--- config.mk ---
export PLATFORM = sky130hd
export DESIGN_NAME = debug_display_flat
export DESIGN_NICKNAME = d
export VERILOG_FILES = /design/src/rtl/debug_display_pkg.sv /design/src/rtl/debug_display_if.sv /design/src/rtl/debug_display_button_debouncer.sv /design/src/rtl/debug_display.sv /design/src/flat_wrapper.sv
export SDC_FILE = /design/constraint.sdc
export NUM_CORES = 1
export LEC_CHECK = 0
export ABC_AREA = 1
export CAP_MARGIN = 20
export CORE_MARGIN = 1.5
export CORE_UTILIZATION = 45
export DETAILED_ROUTE_END_ITERATION = 6
export PLACE_DENSITY = 0.88
export SLEW_MARGIN = 20
export SYNTH_ARGS = -nofsm -noshare
export SYNTH_HDL_FRONTEND = slang
export SYNTH_SLANG_ARGS = --single-unit
export TNS_END_PERCENT = 1
--- constraint.sdc ---
create_clock -name clk -period 3.35 [get_ports clk]
set_input_delay 1.005 -clock clk [delete_from_list [all_inputs] [get_ports clk]]
set_output_delay 1.005 -clock clk [all_outputs]
set_load 0.005 [all_outputs]
--- src/rtl/debug_display_pkg.sv ---
// Shared constants and the hex-to-seven-segment table for the debug display.
// Optional feature macro used by the top: DEBUG_DISPLAY_LEADING_ZERO_BLANK_EN.
`ifndef DEBUG_DISPLAY_PKG_SV
`define DEBUG_DISPLAY_PKG_SV
package debug_display_pkg;
    localparam int DATA_W    = 32;
    localparam int HALF_W    = 16;
    localparam int SEG_W     = 7;
    localparam int DIGITS    = 4;

    localparam int SRC_PC    = 0;
    localparam int SRC_ALU   = 1;
    localparam int SRC_R2    = 2;
    localparam int SRC_R3    = 3;
    localparam int SRC_R4    = 4;
    localparam int SRC_COUNT = 5;
    localparam int SRC_W     = 3;

    typedef logic [SRC_W-1:0] srcIdx_t;

    // Active-low {g,f,e,d,c,b,a}
    function automatic logic [SEG_W-1:0] hexToSegments(input logic [3:0] nibble);
        logic [SEG_W-1:0] seg;
        case (nibble)
            4'h0:    seg = 7'b1000000;
            4'h1:    seg = 7'b1111001;
            4'h2:    seg = 7'b0100100;
            4'h3:    seg = 7'b0110000;
            4'h4:    seg = 7'b0011001;
            4'h5:    seg = 7'b0010010;
            4'h6:    seg = 7'b0000010;
            4'h7:    seg = 7'b1111000;
            4'h8:    seg = 7'b0000000;
            4'h9:    seg = 7'b0010000;
            4'hA:    seg = 7'b0001000;
            4'hB:    seg = 7'b0000011;
            4'hC:    seg = 7'b1000110;
            4'hD:    seg = 7'b0100001;
            4'hE:    seg = 7'b0000110;
            default: seg = 7'b0001110;
        endcase
        return seg;
    endfunction
endpackage
`endif

--- src/rtl/debug_display_if.sv ---
// Observation bus from the microprocessor top into the debug display.
interface debug_display_if;
    import debug_display_pkg::*;
    logic [DATA_W-1:0] programCounter;
    logic [DATA_W-1:0] aluResult;
    logic [DATA_W-1:0] r2;
    logic [DATA_W-1:0] r3;
    logic [DATA_W-1:0] r4;

    modport master (output programCounter, aluResult, r2, r3, r4);
    modport slave  (input  programCounter, aluResult, r2, r3, r4);
endinterface

--- src/rtl/debug_display_button_debouncer.sv ---
// Push-button conditioner: 2-FF synchroniser, stability counter, debounced level,
// and a one-cycle pulse on the cycle the debounced level rises.
module button_debouncer
    import debug_display_pkg::*;
#(
    parameter int DEBOUNCE_CYCLES = 500000
) (
    input  logic clk,
    input  logic reset,
    input  logic rawIn,
    output logic rise
);
    localparam int CW = (DEBOUNCE_CYCLES > 1) ? $clog2(DEBOUNCE_CYCLES) : 1;
    localparam logic [CW-1:0] CNT_LAST = CW'(DEBOUNCE_CYCLES - 1);

    logic [1:0]    sync;
    logic          synced;
    logic          level;
    logic [CW-1:0] count;

    assign synced = sync[1];

    always_ff @(posedge clk) begin
        if (reset) begin
            sync  <= '0;
            count <= '0;
            level <= 1'b0;
        end else begin
            sync <= {sync[0], rawIn};
            if (synced == level) begin
                count <= '0;
            end else if (count == CNT_LAST) begin
                level <= synced;
                count <= '0;
            end else begin
                count <= count + CW'(1);
            end
        end
    end

    // Fires on the same edge that level takes the new value, so the consumer
    // acts DEBOUNCE_CYCLES+2 cycles after a clean press.
    assign rise = synced && !level && (count == CNT_LAST);
endmodule

--- src/rtl/debug_display.sv ---
// Multiplexed 4-digit hex viewer for one of five 32-bit observation words.
// Build option: define DEBUG_DISPLAY_LEADING_ZERO_BLANK_EN to blank leading zero digits.
module debug_display
    import debug_display_pkg::*;
#(
    parameter int SCAN_DIV        = 50000,
    parameter int DEBOUNCE_CYCLES = 500000
) (
    input  logic                 clk,
    input  logic                 reset,
    debug_display_if.slave       obs,
    input  logic                 nextButton,
    input  logic                 upperHalf,
    output logic [SEG_W-1:0]     segments,
    output logic [DIGITS-1:0]    anodes,
    output logic [SRC_COUNT-1:0] sourceLeds
);
    localparam int PW = (SCAN_DIV > 1) ? $clog2(SCAN_DIV) : 1;
    localparam logic [PW-1:0] PS_LAST    = PW'(SCAN_DIV - 1);
    localparam logic [1:0]    DIGIT_LAST = 2'(DIGITS - 1);

    logic [PW-1:0]                   prescaler;
    logic [1:0]                      digit, digitNext;
    logic [HALF_W-1:0]               shadow, shadowNext, selHalf;
    srcIdx_t                         source;
    logic [1:0]                      upperSync;
    logic                            advance, terminal, frameEnd;
    logic [SRC_COUNT-1:0][DATA_W-1:0] words;
    logic [DATA_W-1:0]               selWord;
    logic [DIGITS-1:0]               anodesNext;
    logic [SEG_W-1:0]                segmentsNext;

    button_debouncer #(.DEBOUNCE_CYCLES(DEBOUNCE_CYCLES)) nextDebounce (
        .clk   (clk),
        .reset (reset),
        .rawIn (nextButton),
        .rise  (advance)
    );

    assign words   = {obs.r4, obs.r3, obs.r2, obs.aluResult, obs.programCounter};
    assign selWord = words[source];
    assign selHalf = upperSync[1] ? selWord[DATA_W-1:HALF_W] : selWord[HALF_W-1:0];

    // Outputs are registered from next-state digit/shadow so segments and
    // anodes always switch together on the same edge as the digit.
    always_comb begin
        terminal     = (prescaler == PS_LAST);
        frameEnd     = terminal && (digit == DIGIT_LAST);
        digitNext    = terminal ? digit + 2'd1 : digit;
        shadowNext   = frameEnd ? selHalf : shadow;
        segmentsNext = hexToSegments(shadowNext[4*digitNext +: 4]);
        anodesNext   = ~(DIGITS'(1) << digitNext);
`ifdef DEBUG_DISPLAY_LEADING_ZERO_BLANK_EN
        for (int n = 1; n < DIGITS; n++) begin
            if (digitNext == 2'(n) && (shadowNext >> (4*n)) == '0)
                anodesNext = '1;
        end
`endif
    end

    always_ff @(posedge clk) begin
        if (reset) begin
            prescaler <= '0;
            digit     <= '0;
            shadow    <= '0;
            source    <= srcIdx_t'(SRC_PC);
            upperSync <= '0;
            segments  <= hexToSegments(4'h0);
            anodes    <= ~DIGITS'(1);
        end else begin
            prescaler <= terminal ? '0 : prescaler + PW'(1);
            digit     <= digitNext;
            shadow    <= shadowNext;
            upperSync <= {upperSync[0], upperHalf};
            segments  <= segmentsNext;
            anodes    <= anodesNext;
            // A press landing on the capture edge only affects the next frame.
            if (advance)
                source <= (source == srcIdx_t'(SRC_COUNT - 1)) ? srcIdx_t'(SRC_PC)
                                                               : source + srcIdx_t'(1);
        end
    end

    assign sourceLeds = SRC_COUNT'(1) << source;
endmodule

--- src/flat_wrapper.sv ---
// flat-port wrapper written by rule: the top's interface ports become plain ports
module debug_display_flat import debug_display_pkg::*;
#(
    parameter int SCAN_DIV        = 50000,
    parameter int DEBOUNCE_CYCLES = 500000
)
  (clk, reset, nextButton, upperHalf, segments, anodes, sourceLeds, obs_programCounter, obs_aluResult, obs_r2, obs_r3, obs_r4);
  debug_display_if obs_i ();
  input  logic clk;
  input  logic reset;
  input  logic nextButton;
  input  logic upperHalf;
  output logic [SEG_W-1:0] segments;
  output logic [DIGITS-1:0] anodes;
  output logic [SRC_COUNT-1:0] sourceLeds;
  input wire logic [$bits(obs_i.programCounter)-1:0] obs_programCounter;
  input wire logic [$bits(obs_i.aluResult)-1:0] obs_aluResult;
  input wire logic [$bits(obs_i.r2)-1:0] obs_r2;
  input wire logic [$bits(obs_i.r3)-1:0] obs_r3;
  input wire logic [$bits(obs_i.r4)-1:0] obs_r4;
  assign obs_i.programCounter = obs_programCounter;
  assign obs_i.aluResult = obs_aluResult;
  assign obs_i.r2 = obs_r2;
  assign obs_i.r3 = obs_r3;
  assign obs_i.r4 = obs_r4;
  debug_display #(.SCAN_DIV(SCAN_DIV), .DEBOUNCE_CYCLES(DEBOUNCE_CYCLES)) u_core (.clk(clk), .reset(reset), .obs(obs_i), .nextButton(nextButton), .upperHalf(upperHalf), .segments(segments), .anodes(anodes), .sourceLeds(sourceLeds));
endmodule
==> results of run 1 <==
-- flip-flops by register name, summed over array words and instances (netlist names) --
| signal | flops |
|---|---|
| u_core.nextDebounce.count | 19 |
| u_core.source | 3 |
| u_core.prescaler | 16 |
| u_core.shadow | 16 |
| u_core.segments | 7 |
| u_core.upperSync | 2 |
| u_core.digit | 2 |
| u_core.anodes | 4 |
| u_core.nextDebounce.sync | 2 |
| u_core.nextDebounce.level | 1 |
-- worst reg2reg max path, cell delays in order (launching register included) --
cell and delay (ps):
dfxtp_1 390, ha_1 210, nand3_1 130, nor2_1 220, nand3_2 160, nor2_4 370
nand3_1 200, nand3_1 140, nand2_1 60, nor2_1 280, ha_1 300, nand2_1 80
nand3_1 70, a21oi_1 150
-- placed cells by master, fill, tap and decap left out, types with 4 or more instances in the layout --
| cell | synthesis | routed |
|---|---|---|
| dfxtp_1 | 72 | 71 |
| nand3_1 | 127 | 127 |
| inv_1 | 67 | 67 |
| clkdlybuf4s50_1 | 0 | 179 |
| o22ai_1 | 8 | 8 |
| clkbuf_8 | 0 | 11 |
| inv_2 | 4 | 4 |
| xor2_1 | 7 | 7 |
| ha_1 | 15 | 15 |
| nor3b_1 | 4 | 4 |
| nand2_1 | 274 | 274 |
| nand4_1 | 10 | 10 |
| nor2_2 | 8 | 8 |
| o21ai_1 | 5 | 5 |
| nand2_2 | 5 | 5 |
| o21ai_0 | 28 | 28 |
| nor3_1 | 9 | 9 |
| a21oi_1 | 25 | 25 |
| or2_2 | 9 | 9 |
| buf_4 | 4 | 13 |
| nor2_1 | 87 | 87 |
-- final timing paths --
check | from | end | cells after the start
worst max-delay path | u_core.source[0]$_SDFFE_PP0P_ | sourceLeds[3] | 4
worst min-delay path | u_core.nextDebounce.sync[0]$_SDFF_PP0_ | u_core.nextDebounce.sync[1]$_SDFF_PP0_ | 2
worst max register to register | u_core.prescaler[0]$_SDFF_PP0_ | u_core.segments[3]$_SDFF_PP0_ | 13
worst min register to register | u_core.nextDebounce.sync[0]$_SDFF_PP0_ | u_core.nextDebounce.sync[1]$_SDFF_PP0_ | 2
-- metrics by stage --
step           area [um^2]  hold WS (ps)  setup slack (ps)   util
2_1_floorplan         4940           388               912      -
3_3_place_gp          6830           393               300  0.636
3_5_place_dp          6830           402               242  0.636
4_1_cts               7010           413               448  0.653
5_1_grt               7010           426               162  0.653
6_report              7010           409               459  0.653
-- Yosys cell counts --
| cell type | number | share of area |
|---|---|---|
| ha_1 | 15 | 0.038 |
| nand3b_1 | 1 | 0.0015 |
| nand3_2 | 1 | 0.0020 |
| buf_2 | 16 | 0.016 |
| nand2_2 | 5 | 0.0063 |
| a21oi_1 | 25 | 0.025 |
| a21o_1 | 1 | 0.0015 |
| nand2_4 | 1 | 0.0023 |
| o311a_1 | 1 | 0.0020 |
| or2_2 | 9 | 0.011 |
| o21ai_2 | 1 | 0.0018 |
| buf_6 | 1 | 0.0023 |
| clkbuf_1 | 13 | 0.0099 |
| xnor2_1 | 1 | 0.0018 |
| nor3_2 | 1 | 0.0020 |
| nand4_1 | 10 | 0.013 |
| nor2_2 | 8 | 0.010 |
| dfxtp_1 | 72 | 0.29 |
| o21ai_1 | 5 | 0.0051 |
| nand2_1 | 274 | 0.21 |
| nor4_1 | 2 | 0.0025 |
| o211ai_2 | 1 | 0.0025 |
| nor3b_2 | 1 | 0.0025 |
| nand3_1 | 127 | 0.13 |
| clkinv_1 | 2 | 0.0015 |
| a221oi_1 | 1 | 0.0018 |
| nor2_1 | 87 | 0.066 |
| o22ai_1 | 8 | 0.010 |
| nor4_2 | 1 | 0.0025 |
| buf_1 | 1 | 0.00076 |
| nor3_1 | 9 | 0.0091 |
| xor2_1 | 7 | 0.012 |
| nor2_4 | 3 | 0.0068 |
| a211oi_1 | 1 | 0.0015 |
| buf_4 | 4 | 0.0061 |
| inv_1 | 67 | 0.051 |
| inv_2 | 4 | 0.0030 |
| o21ai_0 | 28 | 0.028 |
| a31oi_1 | 3 | 0.0038 |
| nor3b_1 | 4 | 0.0061 |
-- layer usage --
| layer | track usage | vias to the layer above | routed length, um |
|---|---|---|---|
| met5 | 0 | - | 0 |
| met3 | 0.0847 | 45 | 1200 |
| met2 | 0.456 | 192 | 7200 |
| li1 | - | 2977 | - |
| met1 | 0.315 | 2509 | 6470 |
| met4 | 0.110 | 0 | 556 |
-- area by class of cell --
class	count	area [um^2]
clock buffer	11	151
timing repair buffer	192	1890
tap	140	175
inverter	73	274
clock inverter	5	31.3
sequential	72	1440
fill	988	3730
multi-input combinational	642	3050
-- kinds of logic after synthesis --
kind of cell    after synthesis  synth area share
simple gates                544             0.481
buf+inv                     108            0.0907
compound gates               75            0.0839
flops                        72             0.292
fa+ha+maj                    15            0.0380
xor+xnor                      8            0.0142
-- power groups by stage --
stage | combinational (mW) | clock (mW) | sequential (mW)
global placement | 0.300 | 0 | 0.885
floorplan | 0.0884 | 0 | 0.884
detailed placement | 0.303 | 0 | 0.885
finish | 0.306 | 0.626 | 0.865
CTS | 0.305 | 0.641 | 0.865
global route | 0.333 | 0.679 | 0.865
==> results by group, run 1 <==
Placed design
  – Routability-driven placement congestion ratio: 0.913
  – Cells after DPL: 1119
  – Placed wire-length estimate: 12000 um
  – Port Buffer Count: 179

Setup path
  – Top Family by Delay on Critical Path: buffers and inverters
  – Crit end category: output port
  – Bufs and invs on worst path: 2
  – Crit path cell chain: buf_4 > ha_1 > ha_1 > clkdlybuf4s50_1
  – WP data required: 2340 ps
  – Most frequent CP cell: ha_1
  – Slowest cell on the critical path: clkdlybuf4s50_1
  – WP data arrival: 1890 ps
  – Critical setup path kind: reg -> out
  – Startpoint types: flip-flop
  – Reg2reg setup slack: 530 ps
  – Max stage delay on crit path: 510 ps
  – Crit Path Max Fanout: 24

Final layout
  – P&R area growth vs syn: 42.0%
  – Ratio of cells with drive above 1 in the final layout: 0.0663
  – Final #Nets: 1169
  – Ant diodes: 0
  – Non-filler cells, final: 1135

Clock tree
  – CTS Buf Count: 9
  – Worst-skew pair later-pin latency: 350 ps
  – Clk slew on worst S/H paths: 70 ps
  – Max clock buf depth: 2
  – Setup bufs post-CTS: 0
  – Hold Buf Count CTS: 0
  – TritonCTS clock tree: built
  – Sink Count: 72
  – Root Driver: clkbuf_8
  – CTS-repair resized insts: 0
  – H-tree level count: 3

Hold path
  – Min-Delay Path Class: reg -> reg

STA
  – Slew @ Worst Pin: 1020 ps
  – Max-slew violation count: 0
  – Unrepaired setup endpoints after global routing: no
  – Fin Setup TNS: 0 ps
  – Final-report setup violation count: 0
  – Headroom to the max-slew limit: 0.320
  – Max Clk Rate: 0.346 GHz
  – Crit share post-route: 0.863
  – Tmin final: 2890 ps
  – Worst Skew: 11.3 ps
  – Final Hold Viols: 0

Synth
  – Yosys Warn Count: 0
  – Post-Syn Area: 4940 um^2
  – Seq/Total Area, Yosys: 0.292
  – Synth Area per Inst: 6.01 um^2
  – Mapped Cells: 822
  – Distinct cells, synth: 40
  – Syn Nets: 1001
  – #FFs+latches synth: 72

GRT
  – Total gr overflow: 0
  – Largest net degree at the start of global routing: 49
  – Tot GR Track Use: 0.269
  – Vias in the first global route: 5357
  – Initial antenna violation count: 0
  – First-pass GRT wire length: 24900 um

Pwr
  – Int Power: 1.37 mW
  – Net Switching: 426 uW
  – Clock share of power: 0.348
  – Seq pwr share: 0.482
  – Final Power: 1.80 mW
  – Switch share: 0.237
  – Pleak: 2.96 nW
  – Combinational Power Share: 0.170
  – Pwr per Cell Area: 256 nW/um^2
  – Peak supply drop: 0.214 mV

Flow run
  – Max-cap viol count: 0

Detailed routing
  – WL/cell: 13.6 um
  – Vias/cell: 5.04
  – DRT iter0 DRCs: 384
  – Post-DRT Antenna Nets: 0
  – DR pass1 iterations: 5
  – DRC: 0
  – Drt total wl: 15400 um
  – Vias post-DR: 5723

Die
  – Die Area: 11600 um^2
  – Die Height: 108 um
  – I/O Pins: 180
  – Die X: 108 um
  – Placement Rows: 38
  – Core footprint: 10700 um^2
  – Starting Density: 0.459

Outcome
  – Status: complete, no violations
Note: power is estimated with default switching activity, not from simulation.
==> run 2: changes to the inputs <==
--- a/config.mk
+++ b/config.mk
@@ -9,6 +9,7 @@
 export CAP_MARGIN = 20
 export CORE_MARGIN = 1.5
 export CORE_UTILIZATION = 45
+export CTS_CLUSTER_DIAMETER = 120
 export DETAILED_ROUTE_END_ITERATION = 6
 export PLACE_DENSITY = 0.88
 export SLEW_MARGIN = 20
==> results of run 2 <==
Same layout as run 1: the final DEF is identical, and so are final timing and power.
